==> src/rtl/alu_seq.sv <==
// Multi-cycle ALU: add/sub, shift-add multiply, bit-serial shifts and bitwise logic,
// launched by a start/busy/done handshake with flags registered alongside the result.
module alu_seq #(
  parameter int WIDTH = 4
) (
  input  logic               clk,
  input  logic               rst_n,
  input  logic               start,
  input  logic [2:0]         op,
  input  logic [WIDTH-1:0]   a,
  input  logic [WIDTH-1:0]   b,
  input  logic               cin,
  output logic [2*WIDTH-1:0] result,
  output logic               carry,
  output logic               overflow,
  output logic               zero,
  output logic               busy,
  output logic               done
);

  localparam int RW = 2 * WIDTH;
  localparam int CW = $clog2(RW);

  typedef enum logic [1:0] {IDLE, RUN, FIN} state_t;
  typedef enum logic [2:0] {
    OP_NOP = 3'b000, OP_ADD = 3'b001, OP_MUL = 3'b010, OP_SHL = 3'b011,
    OP_SHR = 3'b100, OP_AND = 3'b101, OP_OR  = 3'b110, OP_XOR = 3'b111
  } op_t;

  state_t           state, state_next;
  op_t              op_r;
  logic [WIDTH-1:0] a_r, b_r, mplier;
  logic             cin_r, ovf_r;
  logic [CW-1:0]    cnt;
  logic [RW-1:0]    acc, sreg;

  logic             accept, shamt_clamp;
  logic [WIDTH-1:0] b_eff;
  logic [WIDTH:0]   sum;
  logic [RW-1:0]    res_next;
  logic             carry_next, ovf_next;

  assign accept      = (state == IDLE) && start;
  assign shamt_clamp = 32'(b) >= 32'(RW);
  assign busy        = (state == RUN);
  assign done        = (state == FIN);

  // NOTE: sequential state uses non-blocking assignments so every register
  // samples pre-edge values and simulation matches the synthesized flops.
  always_ff @(posedge clk) begin
    if (!rst_n) state <= IDLE;
    else        state <= state_next;
  end

  // NOTE: every combinational output gets a default first so no path leaves
  // it unassigned, which would otherwise infer a latch.
  always_comb begin
    state_next = state;
    case (state)
      IDLE:    if (start) state_next = RUN;
      RUN:     if (cnt == '0) state_next = FIN;
      FIN:     state_next = IDLE;
      default: state_next = IDLE;
    endcase
  end

  // Final result and flags, evaluated from the latched operands and the
  // iteration registers on the last RUN cycle.
  always_comb begin
    res_next   = '0;
    carry_next = 1'b0;
    ovf_next   = 1'b0;
    b_eff      = cin_r ? ~b_r : b_r;
    sum        = {1'b0, a_r} + {1'b0, b_eff} + (WIDTH + 1)'(cin_r);
    case (op_r)
      OP_ADD: begin
        carry_next = sum[WIDTH];
        ovf_next   = (a_r[WIDTH-1] == b_eff[WIDTH-1]) && (sum[WIDTH-1] != a_r[WIDTH-1]);
        res_next   = cin_r ? RW'(sum[WIDTH-1:0]) : RW'(sum);
      end
      OP_MUL: begin
        res_next = acc;
        ovf_next = |acc[RW-1:WIDTH];
      end
      OP_SHL: begin
        res_next = sreg;
        ovf_next = ovf_r;
      end
      OP_SHR:  res_next = sreg;
      OP_AND:  res_next = RW'(a_r & b_r);
      OP_OR:   res_next = RW'(a_r | b_r);
      OP_XOR:  res_next = RW'(a_r ^ b_r);
      default: res_next = '0;
    endcase
  end

  always_ff @(posedge clk) begin
    if (!rst_n) begin
      op_r     <= OP_NOP;
      a_r      <= '0;
      b_r      <= '0;
      cin_r    <= 1'b0;
      mplier   <= '0;
      cnt      <= '0;
      acc      <= '0;
      sreg     <= '0;
      ovf_r    <= 1'b0;
      result   <= '0;
      carry    <= 1'b0;
      overflow <= 1'b0;
      zero     <= 1'b1;
    end else if (accept) begin
      op_r   <= op_t'(op);
      a_r    <= a;
      b_r    <= b;
      cin_r  <= cin;
      mplier <= b;
      acc    <= '0;
      ovf_r  <= 1'b0;
      cnt    <= '0;
      sreg   <= '0;
      case (op_t'(op))
        OP_MUL: begin
          cnt  <= CW'(WIDTH);
          sreg <= RW'(a);
        end
        OP_SHL, OP_SHR: begin
          // An out-of-range amount finishes immediately; a left shift then
          // reports overflow if any set bit was discarded.
          if (shamt_clamp) begin
            ovf_r <= |a;
          end else begin
            cnt  <= CW'(b);
            sreg <= RW'(a);
          end
        end
        default: ;
      endcase
    end else if (state == RUN) begin
      if (cnt != '0) begin
        cnt <= cnt - CW'(1);
        case (op_r)
          OP_MUL: begin
            if (mplier[0]) acc <= acc + sreg;
            sreg   <= sreg << 1;
            mplier <= mplier >> 1;
          end
          OP_SHL: begin
            ovf_r <= ovf_r | sreg[RW-1];
            sreg  <= sreg << 1;
          end
          OP_SHR:  sreg <= sreg >> 1;
          default: ;
        endcase
      end else begin
        result   <= res_next;
        carry    <= carry_next;
        overflow <= ovf_next;
        zero     <= (res_next == '0);
      end
    end
  end

endmodule

==> config.mk <==
export PLATFORM = sky130hd
export DESIGN_NAME = alu_seq
export DESIGN_NICKNAME = d
export VERILOG_FILES = /design/src/rtl/alu_seq.sv
export SDC_FILE = /design/constraint.sdc
export NUM_CORES = 1
export LEC_CHECK = 0
export BUFFER_PORTS_ARGS = -buffer_cell sky130_fd_sc_hd__buf_2
export CORE_ASPECT_RATIO = 0.8
export CORE_MARGIN = 5
export CORE_UTILIZATION = 30
export DETAILED_ROUTE_END_ITERATION = 10
export GPL_TIMING_DRIVEN = 1
export SLEW_MARGIN = 20
export SYNTH_ARGS = -nofsm -noshare
export SYNTH_HDL_FRONTEND = slang
export SYNTH_SLANG_ARGS = --single-unit
==> constraint.sdc <==
create_clock -name clk -period 3.4 [get_ports clk]
set_input_delay 0.34 -clock clk [delete_from_list [all_inputs] [get_ports clk]]
set_output_delay 0.34 -clock clk [all_outputs]
set_load 0.02 [all_outputs]
==> results of run 1 <==
area by class of cell:
class | instances | area share, %
Clock inverter | 3 | 0.725
Multi-Input combinational cell | 283 | 56.1
Inverter | 18 | 1.96
Clock buffer | 5 | 3.63
Timing Repair Buffer | 28 | 4.13
Sequential cell | 49 | 28.4
Tap cell | 140 | 5.08
synth_stat cells, drive strengths merged (3+ instances only):
cell    number  area, um2
xor2         9       78.8
buf          7       45.0
ha          21        263
mux2         4       48.8
inv         18       67.6
a21boi      16        120
o21ai       24        124
a21oi       26        130
clkbuf      12       45.0
nand2       54        203
nand4        4       25.0
and3         3       20.0
nor3b        6       61.3
xnor2        5       51.3
nand3        5       25.0
dfxtp       49        981
a21o         4       30.0
mux2i       14        140
a31oi        3       18.8
nor2b        9       56.3
and2         5       31.3
nand2b       5       31.3
nor3         5       25.0
nor2        25       96.4
o211a        6       60.1
a211oi       3       22.5
where the power goes:
group | total, mW | internal [mW] | switching, mW
clock network | 0.511 | 0.277 | 0.234
logic | 0.289 | 0.113 | 0.176
registers | 0.661 | 0.612 | 0.0488
kinds of logic after synthesis:
family | count (synthesis) | synth area share [%]
fa+ha+maj | 23 | 9.85
xor+xnor | 14 | 4.23
flops | 49 | 31.9
simple gates | 127 | 20.0
compound gates | 100 | 22.0
mux | 19 | 6.88
buf+inv | 37 | 5.13
layer usage:
layer,vias up,wire length [um],track usage (%)
met5,-,0,0
met1,1255,3830,18.3
met3,18,367,2.86
li1,1324,-,-
met2,58,3320,19.8
met4,0,200,3.66
state kept, by name, summed over array words and instances, names as in the netlist:
signal and cells:
overflow 1, acc 8, op_r 3, a_r 4, mplier 4, zero 1
ovf_r 1, result 8, sreg 8, b_r 4, carry 1, cin_r 1
cnt 3, state 2
path summary, 6_finish.rpt:
path	startpoint	endpoint	slack, ns	cells past startpoint
max	op_r[1]	acc[7]	1.0	6
min	cin	cin_r	0.31	3
max reg2reg	op_r[1]	acc[7]	1.0	6
min reg2reg	mplier[3]	mplier[3]	0.48	2
metrics by stage:
| stage | instances | hold slack, ns | power [mW] | instance area, um2 |
|---|---|---|---|---|
| floorplan | 369 | 0.454 | 0.876 | 3070 |
| global placement | 518 | 0.466 | 0.955 | 3300 |
| detailed placement | 518 | 0.478 | 0.962 | 3300 |
| CTS | 526 | 0.307 | 1.47 | 3450 |
| global route | 526 | 0.323 | 1.55 | 3450 |
| finish | 526 | 0.306 | 1.46 | 3450 |
worst min-delay path, stage by stage:
cell and delay [ns]:
buf_2 0.10, nand2_1 0.04, a21boi_0 0.06
==> qor.yml, run 1 <==
status: "finished, final reports clean"
die_x_um: 123
fin_nets: 423
fin_tns_setup_ns: 0
dieArea_um2: 12400
yosysSeqAreaShare_pct: 31.9
required_ns: 3.57
drt_wl_total_um: 7720
core_area_um2: 10100
cp_slowest_stage_delay_ns: 0.81
grt_pass1_vias: 2656
synthDistinctLibCells: 58
ioPinCount: 28
final_hold_viol_count: 0
critPathKind: "reg -> reg"
clk_pin_slew_ns: 0.07
min-delay-path-class: "in -> reg"
worstMarginPinSlew_ns: 1.00
hold_buffers: 0
cts_max_path_buffers: 2
io_buffer_count: 27
pre_cts_ws_ns: 1.03
report.final.slew_viol_count: 0
path_cells: "nor3b_2 -> nand4_1 -> nor2_1 -> mux2i_1 -> xor2_1 -> nor2_1"
via_per_inst: 5.05
power.density_nw_per_um2: 423
avgSynthCellArea_um2: 8.33
finalCritPeriodShare_pct: 70.6
cts_tree: "done"
mostFrequentLayoutCells: "nand2_1, dfxtp_1, buf_2, a21oi_1, nor2_1"
grt_max_degree: 44
skew_ns: 0.00928
yosys_register_bits: 49
routedWlPerCell_um: 14.7
seq_area_um2: 981
setup_violations: 0
syn-num-nets: 407
fin_crit_ns: 2.40
critPathArrivalTime_ns: 2.57
die_y_um: 101
worst-path-buf-inv: 0
globalRouteOverflowTotal: 0
grt_pass1_wl_um: 12900
multiInputGateArea_um2: 1930
fin_util_pct: 34.1
cp_top_family: "simple AND/OR/NAND/NOR gates"
start_kind: "register"
antenna_found_initial: 0
num_antenna_cells: 0
detail_route.iter0.violations: 118
p_leak_nw: 1.50
htree_levels: 2
end_kind: "register"
first_pass_iters: 7
crit_slowest_cell: "dfxtp_1"
synth-main-ff-cell: "dfxtp_1"
synth_edf_count: 0
path_common_cell: "nor2_1"
grt_setup_unrepaired: "no"
cts_root_buf: "clkbuf_16"
post_cts_resized: 0
dpl.hpwl_um: 5750
max_cap_viol_count: 0
num-fill-cells: 1058
ys_async_sr_fraction_pct: 0
ys_warn_count: 0
ir_drop_v: 0.000285
max_slew_margin_pct: 33.2
place.gp.congestion: 0.894
initial_core_util_pct: 30.4
synth_cells: 369
post-cts-setup-buffers: 0
max_freq_ghz: 0.417
drive_gt1_share_pct: 13.0
syn_area_um2: 3070
area_delta_synth_final_pct: 12.3
setup_ws_ns: 0.999
row_count: 33
final_common_cell: "nand2_1"
via_count: 2655
numCtsBuffers: 5
cts_sinks: 49
crit_path_max_fanout: 22
drc: 0
ant_nets: 0
grt_usage_pct: 13.0
clk_latency_ns: 0.29
Power figures use the tool's default switching activity.
==> run 2: changes to the inputs <==
ABC_AREA = 1   (was default)
clock period = 2 ns   (was 3.4 ns; I/O delays follow)
==> run 2 against run 1 <==
Total power up 96%. Via count up 10%. Sequential share of layout area down 0.54 points. Worst setup slack worse by 0.84 ns. Largest power group unchanged. Highest routed layer unchanged.
==> qor.yml, run 2 <==
max_freq_ghz: 0.542  # +30%
numCtsBuffers: 5  # unchanged
synth_compound_area_share_pct: 17.0  # -5.0 points
htree_levels: 2  # unchanged
crit_slowest_cell: "dfxtp_1"
num-fill-cells: 1062  # +0.38%
r2r-start: "op_r[2]"
place.gp.congestion: 0.885  # -1.0%
post-cts-setup-buffers: 0  # unchanged
yosys.area_share.xor_xnor_pct: 2.58  # -1.7 points
end_kind: "register"
endpoint: "acc[6]"
r2r_slack_ns: 0.16  # -0.84 ns
globalRouteOverflowTotal: 0  # unchanged
yosys_register_bits: 49  # unchanged
clk_pin_slew_ns: 0.06  # about the same
top_regs: "acc: 8 flops, result: 8 flops, sreg: 8 flops"
setup_violations: 0  # unchanged
detail_route.iter0.violations: 162  # +37%
grt_pass1_wl_um: 13500  # +4.7%
total_power_mw: 2.86  # +96%
cts_root_buf: "clkbuf_16"
ir_drop_v: 0.000441  # +55%
antenna_found_initial: 0  # unchanged
required_ns: 2.18  # -1.39 ns
cts_sinks: 49  # unchanged
critPathLaunch: "op_r[2]"
yosysSeqAreaShare_pct: 32.2  # +0.24 points
path_common_cell: "nand2_4"
max_slew_margin_pct: 61.6  # +28 points
pre_cts_ws_ns: 0.0730  # -0.955 ns
synth_area_leaders: "dfxtp_1, nand2_1, ha_1"
drt_wl_total_um: 8280  # +7.3%
ioPinCount: 28  # unchanged
critPathKind: "reg -> reg"
timing.hold.ws_ns: 0.210  # -0.0959 ns
die_x_um: 123  # -0.34%
hold_buffers: 0  # unchanged
ys_async_sr_fraction_pct: 0  # unchanged
grt_pass1_vias: 2692  # +1.4%
fin_tns_setup_ns: 0  # unchanged
grt_max_degree: 30  # -32%
io_buffer_count: 27  # unchanged
status: "finished, final reports clean"
final_hold_viol_count: 0  # unchanged
finalCritPeriodShare_pct: 92.2  # +22 points
worstMarginPinSlew_ns: 0.571  # -0.432 ns
final_common_cell: "nand2_1"
grt_setup_unrepaired: "yes"
syn_area_um2: 3050  # -0.73%
min-delay-path-class: "in -> reg"
die_y_um: 100  # -0.33%
regToRegEndpoint: "acc[6]"
synthDistinctLibCells: 39  # -33%
via_count: 2930  # +10%
crit_path_max_fanout: 12  # -45%
row_count: 32  # -3.0%
report.final.slew_viol_count: 0  # unchanged
r2r_cells: 11  # +5
synth_top_family_by_area: "simple AND/OR/NAND/NOR gates"
synth_cells: 433  # +17%
place_area_um2: 3340  # +1.1%
fin_util_pct: 36.1  # +1.9 points
cp_top_family: "flip-flops"
skew_ns: 0.00649  # -0.00279 ns
synthMuxAreaShare_pct: 0  # -6.9 points
cts_tree: "done"
core_area_um2: 9770  # -3.4%
critPathArrivalTime_ns: 2.03  # -0.54 ns
synthAdderAreaFrac_pct: 9.93  # +0.073 points
grt_usage_pct: 13.8  # +0.84 points
syn-num-nets: 471  # +16%
path_depth: 11  # +5
yosys.cell_count.top_type: "nand2_1"
path_cells: "inv_2 -> nand2_4 -> nor2_8 -> nand2_4 -> clkinv_2 -> nand2_4 -> clkinv_2 -> nor2_1 -> nor2_1 -> o21ai_0 -> inv_1"
hold_depth: 3  # unchanged
drive_gt1_share_pct: 16.6  # +3.6 points
place_inst: 592  # +14%
worst-path-buf-inv: 4  # +4
busiest_layer: "met1"
ant_nets: 0  # unchanged
max_cap_viol_count: 0  # unchanged
num_antenna_cells: 0  # unchanged
via_per_inst: 4.88  # -3.3%
mostFrequentLayoutCells: "nand2_1, inv_1, dfxtp_1, nor2_1, nand3_1"
yosys.area_share.simple_pct: 27.4  # +7.4 points
grtUsageMet3_pct: 2.99  # +0.12 points
drc: 0  # unchanged
ys_warn_count: 0  # unchanged
synth_edf_count: 0  # unchanged
netlist.area_leader.share_pct: 32.2  # +0.24 points
use_met1_pct: 20.9  # +2.6 points
clk_latency_ns: 0.29  # about the same
initial_core_util_pct: 31.2  # +0.85 points
setup_ws_ns: 0.156  # -0.843 ns
first_pass_iters: 5  # -2
fin_nets: 501  # +18%
yosys.area.top_type: "dfxtp_1"
cts_max_path_buffers: 2  # unchanged
area_delta_synth_final_pct: 15.5
fin_crit_ns: 1.84  # -0.557 ns
avgSynthCellArea_um2: 7.04  # -15%
synth_commonest_cells: "nand2_1, inv_1, dfxtp_1"
dieArea_um2: 12300  # -0.67%
use_met2_pct: 19.9  # +0.024 points
stdcell_area_um2: 3520  # +2.1%
synth-main-ff-cell: "dfxtp_1"
routedWlPerCell_um: 13.8  # -5.9%
dpl.hpwl_um: 6550  # +14%
start_kind: "register"
fin_cells: 600  # +14%
power.density_nw_per_um2: 813  # +92%
p_leak_nw: 1.77  # +18%
cp_slowest_stage_delay_ns: 0.60  # -0.21 ns
[run 2: changes by cell type in the layout (fill, tap and decap cells not counted), moves of 9 or more]
| cell | previous run | this run |
|---|---|---|
| inv_1 | 18 | 54 |
| mux2i_1 | 14 | 0 |
| nand2_1 | 54 | 91 |
| nand3_1 | 5 | 31 |
| nor2b_1 | 9 | 0 |
| nor2_1 | 24 | 36 |
| inv_2 | 0 | 11 |
| a21boi_0 | 16 | 1 |
[run 2: repair_timing]
action / CTS / global route
gates resized for setup: 0 / 6
hold endpoints to repair: 0 / 0
setup endpoints to repair: 0 / 4
[run 2: worst min-delay path, delay by kind of cell]
| kind | cells | cell delay [ns] |
|---|---|---|
| AO/OA/AOI/OAI | 1 | 0.07 |
| buffers and inverters | 1 | 0.10 |
| AND/OR/NAND/NOR | 1 | 0.08 |
[run 2: worst min path at each step]
| stage | start | endpoint | slack (ns) |
|---|---|---|---|
| global placement | cnt[1] | cnt[1] | 0.46 |
| CTS | b[0] | b_r[0] | 0.20 |
| floorplan | b[2] | cnt[2] | 0.37 |
| finish | b[0] | b_r[0] | 0.21 |
| global route | b[0] | b_r[0] | 0.21 |
| detailed placement | cnt[1] | cnt[1] | 0.46 |
[run 2: cells by family after synthesis]
family / count (synthesis)
AND/OR/NAND/NOR: 183
XOR/XNOR: 9
adder cells (fa/ha/maj): 23
buffers and inverters: 79
flip-flops: 49
AO/OA/AOI/OAI: 90
[run 2: power breakdown]
part	internal [mW]	leakage (nW)	switching [mW]	total, mW
logic	0.245	1.29	0.455	0.700
registers	1.07	0.401	0.107	1.18
clock network	0.625	0.0841	0.363	0.988
[run 2: routing by layer]
metal / wire length [um] / up-vias
met3: 544 / 13
met5: 0 / -
li1: - / 1470
met2: 3510 / 87
met4: 90 / 0
met1: 4140 / 1360
[run 2: cell type report]
| class | count | area (um2) | share of cell area [%] |
|---|---|---|---|
| clock inverter | 1 | 30.0 | 0.853 |
| inverter | 67 | 254 | 7.21 |
| tap | 136 | 170 | 4.83 |
| clock buffer | 7 | 143 | 4.05 |
| multi-input combinational | 305 | 1750 | 49.6 |
| sequential | 49 | 982 | 27.9 |
| timing repair buffer | 35 | 195 | 5.54 |
